[config.mk]
export PLATFORM = sky130hd
export DESIGN_NAME = led_sequencer
export DESIGN_NICKNAME = d
export VERILOG_FILES = /design/src/rtl/led_sequencer.sv
export SDC_FILE = /design/constraint.sdc
export NUM_CORES = 1
export LEC_CHECK = 0
export BUFFER_PORTS_ARGS = -buffer_cell sky130_fd_sc_hd__buf_2
export CORE_UTILIZATION = 40
export DETAILED_ROUTE_END_ITERATION = 16
export GPL_ROUTABILITY_DRIVEN = 0
export SLEW_MARGIN = 20
export SYNTH_ARGS = -nofsm -noshare
export SYNTH_HDL_FRONTEND = slang
export SYNTH_SLANG_ARGS = --single-unit
[constraint.sdc]
create_clock -name clk -period 3.7 [get_ports clk]
set_clock_uncertainty 0.15 [all_clocks]
set_input_delay 0.74 -clock clk [delete_from_list [all_inputs] [get_ports clk]]
set_output_delay 0.74 -clock clk [all_outputs]
set_load 0.01 [all_outputs]
[src/rtl/led_sequencer.sv]
// ---------------------------------------------------------------------------
// led_sequencer
//
// Sequences the 6-LED blinky display. It owns the step prescaler, and the
// prescaler decides when the LED pattern advances. There are three pattern
// modes: binary count, running light (shift) and blink. The sequencer takes
// start, pause, stop and single-step commands.
//
// Optional build macro: LED_SEQ_BOUNCE_EN
//   defined   : the shift mode ping-pongs between bit 0 and bit 5.
//   undefined : the shift mode wraps from bit 5 back to bit 0.
//               No direction register is built.
//
// Ports
//   clk      system clock; all logic runs on the rising edge
//   rst      synchronous reset, active low
//   start_i  pulse: IDLE -> RUN. The pattern mode is sampled from mode_i.
//   pause_i  pulse: toggles between RUN and PAUSE
//   stop_i   pulse: any state -> IDLE
//   step_i   pulse: in PAUSE, advance the pattern by one step
//   mode_i   pattern mode: 00 binary, 01 shift, 10 blink, 11 = binary
//   leds_o   LED drive, active low (~pattern)
//   busy_o   high in RUN or PAUSE
//   tick_o   one-cycle pulse in the first cycle that shows a new pattern
//   state_o  00 IDLE, 01 RUN, 10 PAUSE
//
// Command handshake: all commands are single-cycle pulses. There is no ready
// signal. A pulse that the current state does not accept is dropped. When
// several commands arrive in the same cycle, the priority is
// stop > start > pause > step.
// ---------------------------------------------------------------------------
module led_sequencer #(
  parameter int unsigned COUNT = 13500000
) (
  input  logic       clk,
  input  logic       rst,
  input  logic       start_i,
  input  logic       pause_i,
  input  logic       stop_i,
  input  logic       step_i,
  input  logic [1:0] mode_i,
  output logic [5:0] leds_o,
  output logic       busy_o,
  output logic       tick_o,
  output logic [1:0] state_o
);

  localparam int unsigned PW = (COUNT > 1) ? $clog2(COUNT) : 1;
  localparam logic [PW-1:0] PRESC_MAX = PW'(COUNT - 1);

  localparam logic [1:0] MODE_BIN   = 2'b00;
  localparam logic [1:0] MODE_SHIFT = 2'b01;
  localparam logic [1:0] MODE_BLINK = 2'b10;

  typedef enum logic [1:0] {
    ST_IDLE  = 2'b00,
    ST_RUN   = 2'b01,
    ST_PAUSE = 2'b10
  } state_e;

  state_e        state_q;
  logic [1:0]    mode_q;
  logic [5:0]    pattern_q;
  logic [PW-1:0] presc_q;
  logic          tick_q;

  logic [5:0]    pattern_d;
  logic [1:0]    start_mode;
  logic [5:0]    start_pattern;

  // Mode 11 is folded into binary when it is captured, so the decode below
  // only has to handle three modes.
  assign start_mode    = (mode_i == 2'b11) ? MODE_BIN : mode_i;
  assign start_pattern = (start_mode == MODE_SHIFT) ? 6'h01 : 6'h00;

`ifdef LED_SEQ_BOUNCE_EN
  // dir_q: 0 = moving toward the MSB (left), 1 = moving toward the LSB.
  logic dir_q;
  logic dir_d;

  always_comb begin
    pattern_d = pattern_q + 6'd1;
    dir_d     = dir_q;
    case (mode_q)
      MODE_SHIFT: begin
        if (!dir_q) begin
          if (pattern_q == 6'h20) begin
            pattern_d = 6'h10;
            dir_d     = 1'b1;
          end else begin
            pattern_d = pattern_q << 1;
          end
        end else begin
          if (pattern_q == 6'h01) begin
            pattern_d = 6'h02;
            dir_d     = 1'b0;
          end else begin
            pattern_d = pattern_q >> 1;
          end
        end
      end
      MODE_BLINK: pattern_d = ~pattern_q;
      default:    pattern_d = pattern_q + 6'd1;
    endcase
  end
`else
  always_comb begin
    pattern_d = pattern_q + 6'd1;
    case (mode_q)
      MODE_SHIFT: pattern_d = (pattern_q == 6'h20) ? 6'h01 : (pattern_q << 1);
      MODE_BLINK: pattern_d = ~pattern_q;
      default:    pattern_d = pattern_q + 6'd1;
    endcase
  end
`endif

  always_ff @(posedge clk) begin
    if (!rst) begin
      state_q   <= ST_IDLE;
      mode_q    <= MODE_BIN;
      pattern_q <= 6'h00;
      presc_q   <= '0;
      tick_q    <= 1'b0;
`ifdef LED_SEQ_BOUNCE_EN
      dir_q     <= 1'b0;
`endif
    end else begin
      // tick is a pulse. Only an advance in this cycle raises it again.
      tick_q <= 1'b0;
      if (stop_i) begin
        state_q   <= ST_IDLE;
        pattern_q <= 6'h00;
        presc_q   <= '0;
      end else begin
        case (state_q)
          ST_IDLE: begin
            if (start_i) begin
              state_q   <= ST_RUN;
              mode_q    <= start_mode;
              presc_q   <= '0;
              pattern_q <= start_pattern;
`ifdef LED_SEQ_BOUNCE_EN
              dir_q     <= 1'b0;
`endif
            end
          end
          ST_RUN: begin
            if (pause_i) begin
              // The prescaler is not incremented on the pause edge. The
              // held value is the value the count resumes from.
              state_q <= ST_PAUSE;
            end else if (presc_q == PRESC_MAX) begin
              presc_q   <= '0;
              pattern_q <= pattern_d;
              tick_q    <= 1'b1;
`ifdef LED_SEQ_BOUNCE_EN
              dir_q     <= dir_d;
`endif
            end else begin
              presc_q <= presc_q + 1'b1;
            end
          end
          ST_PAUSE: begin
            if (pause_i) begin
              state_q <= ST_RUN;
            end else if (step_i) begin
              pattern_q <= pattern_d;
              tick_q    <= 1'b1;
`ifdef LED_SEQ_BOUNCE_EN
              dir_q     <= dir_d;
`endif
            end
          end
          default: state_q <= ST_IDLE;
        endcase
      end
    end
  end

  assign leds_o  = ~pattern_q;
  assign busy_o  = (state_q != ST_IDLE);
  assign tick_o  = tick_q;
  assign state_o = state_q;

endmodule

==> results.py, run 1 <==
metrics = {
    "route": {
        "vias": 2012,
        "drt-initial-drc-count": 103,
        "wirelength_um": 4875,
        "drt.antenna.violating_nets": 0,
        "met1Wirelength_um": 2582,
        "drt-wirelength-per-cell_um": 13.47,
        "drtPass1Iterations": 4,
        "wl_met3_um": 91,
        "drc": 0,
        "vias_per_cell": 5.558,
        "routed.top_layer": "met4",
        "wl_met2_um": 2170,
    },
    "floorplanning": {
        "core_area_um2": 5172,
        "die_h_um": 75.61,
        "rows": 26,
        "die-area_um2": 5716,
        "die_w_um": 75.61,
        "initial_core_util": 0.4190,
        "pin_count": 18,
    },
    "worst_setup_path": {
        "path_class": "register to register",
        "critPathCaptureType": "register",
        "critical_path_arrival_ns": 2.69,
        "required_ns": 3.73,
        "critical_path_peak_fanout": 22,
        "startpoint_type": "register",
    },
    "global_route": {
        "grt_overflow": 0,
        "antenna_found_initial": 0,
        "grt_usage": 0.1921,
        "grt_pass1_vias": 1776,
        "grt_pass1_wl_um": 8314,
        "grt_max_degree": 23,
    },
    "power": {
        "fin_total_pwr_uw": 821.1,
        "pwr_density_cell_nw_per_um2": 337.0,
        "p_leak_uw": 0.0007836,
        "vdd_drop_max_v": 0.0001682,
    },
    "synthesis": {
        "ys_warn_count": 0,
        "syn_nets": 294,
        "synth_flop_cell": "dfxtp_1",
        "syn_area_per_cell_um2": 7.823,
        "synth_edf_count": 0,
        "syn_inst": 277,
        "ys_ff_latch": 35,
        "synth_area_um2": 2167,
        "postSynth.asyncResetShare": 0,
        "synthTopCellsByArea": "dfxtp_1 32%, ha_1 5.2%, nand2_1 5.0%",
        "yosysSeqAreaShare": 0.3233,
        "ys_types": 50,
        "synth_top_area_frac": 0.3233,
        "synth.largest_area_cell": "dfxtp_1",
    },
    "timing": {
        "report.final.setup_viol": 0,
        "max_freq_mhz": 377.2,
        "timing.setup.tns_ns": 0,
        "tightest_slew_ns": 0.9966,
        "final.period_utilization": 0.7165,
        "rsz0062_at_grt": "no",
        "slew_headroom": 0.3327,
        "layout_min_cycle_time_ns": 2.651,
        "report.final.slew_viol_count": 0,
        "finalHoldViolations": 0,
    },
    "worst_hold_path": {
        "min_path_type": "register to register",
    },
    "clock_network": {
        "clk_path_buf_depth": 2,
        "cts_buffers": 5,
        "path_clk_slew_ns": 0.07,
        "clock_sinks": 35,
        "ctsHoldBuffers": 0,
        "root_buffer": "clkbuf_8",
        "cts_setup_buffers": 0,
        "clock_latency_ns": 0.29,
        "htree_num_levels": 2,
        "cts.repair.resized": 0,
        "cts_tree": "yes",
    },
    "final_layout": {
        "final_cell_mix": "35 x dfxtp_1, 29 x nand2_1, 20 x inv_1",
        "final_util": 0.4710,
        "ff_latch_area_um2": 700.7,
        "drive_above_1_share": 0.1336,
        "n_antenna_cell": 0,
        "nNetsFinal": 308,
        "fillers": 528,
        "area_delta_synth_final_pct": 12.41,
        "final_common_cell": "dfxtp_1",
        "multi_input_area_um2": 1348,
    },
    "place": {
        "place_hpwl_um": 3603,
        "io_buffers": 17,
    },
    "status": {
        "status": "finished, final reports clean",
    },
    "flow_run": {
        "max_cap_viol_count": 0,
    },
}
-- kinds of logic (layout without fill, tap and decap cells) --
group	count (synthesis)	in the layout	synth area share
flip-flops	35	35	0.3233
XOR/XNOR	8	8	0.03233
AND/OR/NAND/NOR	119	119	0.3002
adder cells (fa/ha/maj)	9	9	0.05196
AO/OA/AOI/OAI	69	69	0.2154
multiplexers	4	4	0.01848
buffers and inverters	33	48	0.05831
-- per-stage QoR --
| stage | setup WS, ns | cell area [um2] | hold WS [ns] | instances |
|---|---|---|---|---|
| 6_report | 1.049 | 2436 | 0.3246 | 362 |
| 5_1_grt | 0.8683 | 2436 | 0.3655 | 362 |
| 4_1_cts | 1.044 | 2429 | 0.3310 | 362 |
| 3_5_place_dp | 1.054 | 2311 | 0.3200 | 354 |
| 3_3_place_gp | 1.084 | 2311 | 0.3102 | 354 |
| 2_1_floorplan | 1.485 | 2167 | 0.2992 | 277 |
-- worst max-delay path, cell delays in order (launching register included) --
cell     delay [ns]
dfxtp_1        0.37
or4b_4         0.57
nor4_4         0.39
a21oi_2        0.32
o21ai_1        0.52
o21ba_2        0.23
-- cell usage after synthesis, types with 4 or more instances --
| cell | n |
|---|---|
| xnor2_1 | 8 |
| a21oi_1 | 16 |
| clkbuf_1 | 11 |
| or3_1 | 4 |
| a31oi_1 | 9 |
| nor2b_1 | 7 |
| nand2_1 | 29 |
| nand3_1 | 16 |
| a211oi_1 | 5 |
| inv_1 | 20 |
| nor2_1 | 18 |
| nand4_1 | 7 |
| o211ai_1 | 6 |
| ha_1 | 9 |
| nor3_1 | 10 |
| mux2i_1 | 4 |
| o21ai_0 | 10 |
| nor4_1 | 5 |
| dfxtp_1 | 35 |
-- worst paths after layout --
| kind | from | depth (start not counted) | slack, ns | endpoint |
|---|---|---|---|---|
| max | presc_q[17]$_SDFFE_PP0P_ | 5 | 1.05 | presc_q[23]$_SDFFE_PP0P_ |
| min | presc_q[1]$_SDFFE_PP0P_ | 2 | 0.32 | presc_q[1]$_SDFFE_PP0P_ |
| max reg2reg | presc_q[17]$_SDFFE_PP0P_ | 5 | 1.05 | presc_q[23]$_SDFFE_PP0P_ |
| min reg2reg | presc_q[1]$_SDFFE_PP0P_ | 2 | 0.32 | presc_q[1]$_SDFFE_PP0P_ |
-- sequential cells by signal (all words and copies together), names as in the netlist --
register   cells
pattern_q      6
presc_q       24
mode_q         2
tick_o         1
state_o        2
-- layout make-up --
| class | instances | share of cell area |
|---|---|---|
| clock buffer | 6 | 0.03390 |
| sequential | 35 | 0.2876 |
| multi-input combinational | 209 | 0.5532 |
| clock inverter | 2 | 0.01438 |
| tap | 70 | 0.03595 |
| inverter | 20 | 0.03082 |
| timing repair buffer | 20 | 0.04417 |
-- power breakdown --
part	internal, uW	switching [uW]
combinational	28.2	54.1
sequential	379	2.77
clock	218	139
total	625	196
-- per-layer routing --
layer	GRT usage	up-vias
met5	0	-
met1	0.2668	949
met3	0.03968	4
li1	-	1042
met2	0.3046	17
met4	0.04938	0
No activity file was read; power rests on OpenSTA's default activity.
==> run 2: changes to the inputs <==
--- a/config.mk
+++ b/config.mk
@@ -5,6 +5,7 @@
 export SDC_FILE = /design/constraint.sdc
 export NUM_CORES = 1
 export LEC_CHECK = 0
+export ABC_AREA = 1
 export BUFFER_PORTS_ARGS = -buffer_cell sky130_fd_sc_hd__buf_2
 export CORE_UTILIZATION = 40
 export DETAILED_ROUTE_END_ITERATION = 16
==> constraint.sdc (replaced) <==
create_clock -name clk -period 2.66 [get_ports clk]
set_clock_uncertainty 0.15 [all_clocks]
set_input_delay 0.532 -clock clk [delete_from_list [all_inputs] [get_ports clk]]
set_output_delay 0.532 -clock clk [all_outputs]
set_load 0.01 [all_outputs]
==> run 2 against run 1 <==
Compared with the run above: flip-flop and latch count did not move; synthesized area increased by 17%; hold slack better by 0.018 ns; non-clock buffer count fell by 3; final area rose by 13%; critical path depth rose by 4; global-route usage rose by 1.1 points; routed wire length rose by 23%; sequential share of layout area decreased by 3.3 points; total power grew 40%; final cell count increased by 33%; critical endpoint is now presc_q[9]$_SDFFE_PP0P_; largest cell class unchanged; largest power group unchanged; highest routed layer unchanged.
==> results.py, run 2 <==
metrics = {
    "synthesis": {
        "synth.top_cells.by_count": "89 x nand2_1, 48 x inv_1, 48 x nor2_1",
        "ys_warn_count": 0,
        "synth_area_um2": 2535,
        "synth.largest_area_cell": "dfxtp_1",
        "synth_edf_count": 0,
        "postSynth.asyncResetShare": 0,
        "synth_flop_cell": "dfxtp_1",
        "yosysSeqAreaShare": 0.2764,
        "syn_nets": 406,
        "syn_inst": 389,
        "synthTopCellsByArea": "dfxtp_1 28%, nand2_1 13%, nand3_1 7.7%",
        "synth_most_common_cell": "nand2_1",
        "ys_types": 39,
        "ys_ff_latch": 35,
        "synth_top_area_frac": 0.2764,
        "syn_area_per_cell_um2": 6.517,
    },
    "final_layout": {
        "area_delta_synth_final_pct": 8.687,
        "largest-register": "presc_q",
        "reg_top3": "presc_q: 24 flops, pattern_q: 6 flops",
        "nNetsFinal": 424,
        "n_antenna_cell": 0,
        "ff_latch_area_um2": 700.7,
        "largest_register_ff_count": 24,
        "final_common_cell": "nand2_1",
        "fillers": 629,
        "final_cell_mix": "89 x nand2_1, 48 x inv_1, 48 x nor2_1",
        "multi_input_area_um2": 1559,
        "final_util": 0.4572,
        "drive_above_1_share": 0.1941,
    },
    "clock_network": {
        "clock_sinks": 35,
        "clock_latency_ns": 0.28,
        "path_clk_slew_ns": 0.07,
        "cts.repair.resized": 0,
        "clk_path_buf_depth": 2,
        "ctsHoldBuffers": 0,
        "cts_tree": "yes",
        "cts_buffers": 5,
        "htree_num_levels": 2,
        "root_buffer": "clkbuf_8",
        "cts_setup_buffers": 0,
    },
    "floorplanning": {
        "die_w_um": 81.61,
        "rows": 28,
        "core_area_um2": 6026,
        "pin_count": 18,
        "die_h_um": 81.61,
        "initial_core_util": 0.4207,
        "die-area_um2": 6659,
    },
    "global_route": {
        "grt_usage": 0.2029,
        "antenna_found_initial": 0,
        "grt_overflow": 0,
        "grt_pass1_wl_um": 10420,
        "grt_pass1_vias": 2283,
        "grt_max_degree": 22,
    },
    "route": {
        "drt-wirelength-per-cell_um": 12.49,
        "drt-initial-drc-count": 181,
        "drc": 0,
        "drtPass1Iterations": 4,
        "wirelength_um": 6020,
        "vias_per_cell": 5.093,
        "drt.antenna.violating_nets": 0,
        "vias": 2455,
    },
    "worst_setup_path": {
        "critical_path_arrival_ns": 2.32,
        "critical_path_peak_fanout": 21,
        "startpoint_type": "register",
        "path_class": "register to register",
        "critPathCaptureType": "register",
        "required_ns": 2.69,
    },
    "timing": {
        "finalHoldViolations": 0,
        "slew_headroom": 0.6780,
        "layout_min_cycle_time_ns": 2.292,
        "report.final.setup_viol": 0,
        "worst_slack_ns": 0.3684,
        "whs_ns": 0.3426,
        "report.final.slew_viol_count": 0,
        "tightest_slew_ns": 0.4813,
        "max_freq_mhz": 436.4,
        "final.period_utilization": 0.8615,
        "rsz0062_at_grt": "no",
        "timing.setup.tns_ns": 0,
    },
    "worst_hold_path": {
        "min_path_type": "register to register",
    },
    "place": {
        "io_buffers": 17,
        "place_hpwl_um": 4588,
        "dp_slack_ns": 0.3842,
    },
    "status": {
        "status": "finished, final reports clean",
    },
    "power": {
        "vdd_drop_max_v": 0.0003133,
        "fin_total_pwr_uw": 1152,
        "pwr_density_cell_nw_per_um2": 418.3,
        "p_leak_uw": 0.001145,
    },
    "flow_run": {
        "max_cap_viol_count": 0,
    },
}
[run 2: kinds of logic (layout without fill, tap and decap cells)]
logic type	after synthesis	count (layout)	share of synthesized area
XOR/XNOR	4	4	0.01382
buffers and inverters	65	83	0.1086
adder cells (fa/ha/maj)	9	9	0.04442
AND/OR/NAND/NOR	232	232	0.4487
flip-flops	35	35	0.2764
AO/OA/AOI/OAI	44	44	0.1081
[run 2: layout make-up]
class / count / share of cell area
multi-input combinational: 289 / 0.5659
sequential: 35 / 0.2543
inverter: 59 / 0.08311
tap: 75 / 0.03406
timing repair buffer: 17 / 0.03088
clock buffer: 6 / 0.02997
clock inverter: 1 / 0.001817
[run 2: per-stage QoR]
step | std cells | area (um2)
final | 482 | 2755
after global routing | 482 | 2755
after CTS | 482 | 2755
after detailed placement | 475 | 2668
after global placement | 475 | 2668
after floorplan | 389 | 2535
[run 2: per-layer routing]
| layer | track usage | part of all wire | vias up |
|---|---|---|---|
| li1 | - | - | 1281 |
| met1 | 0.2621 | 0.47 | 1098 |
| met2 | 0.3383 | 0.46 | 72 |
| met3 | 0.04889 | 0.062 | 4 |
| met4 | 0.04912 | 0.0066 | 0 |
| met5 | 0 | 0 | - |
[run 2: final timing paths]
kind	start	end	slack, ns	depth (start not counted)
worst max-delay path	state_o[1]$_SDFFE_PP0P_	presc_q[9]$_SDFFE_PP0P_	0.37	9
worst min-delay path	presc_q[1]$_SDFFE_PP0P_	presc_q[1]$_SDFFE_PP0P_	0.34	2
worst max register to register	state_o[1]$_SDFFE_PP0P_	presc_q[9]$_SDFFE_PP0P_	0.37	9
worst min register to register	presc_q[1]$_SDFFE_PP0P_	presc_q[1]$_SDFFE_PP0P_	0.34	2
[run 2: worst max-delay path, stage by stage (launching register included)]
cell and delay (ns):
dfxtp_1 0.33, inv_1 0.12, ha_1 0.43, nand2_2 0.13
o21ai_2 0.09, nand2_2 0.31, inv_2 0.23, nand2_2 0.17
nand2_4 0.16, nor2_1 0.06
[run 2: power by group]
| group | internal [uW] | total (uW) | leakage [uW] | switching, uW |
|---|---|---|---|---|
| sequential | 534 | 545 | 0.000283 | 11.2 |
| clock | 203 | 396 | 0.0000470 | 192 |
| combinational | 62.9 | 212 | 0.000816 | 149 |
| total | 800 | 1150 | 0.00115 | 353 |
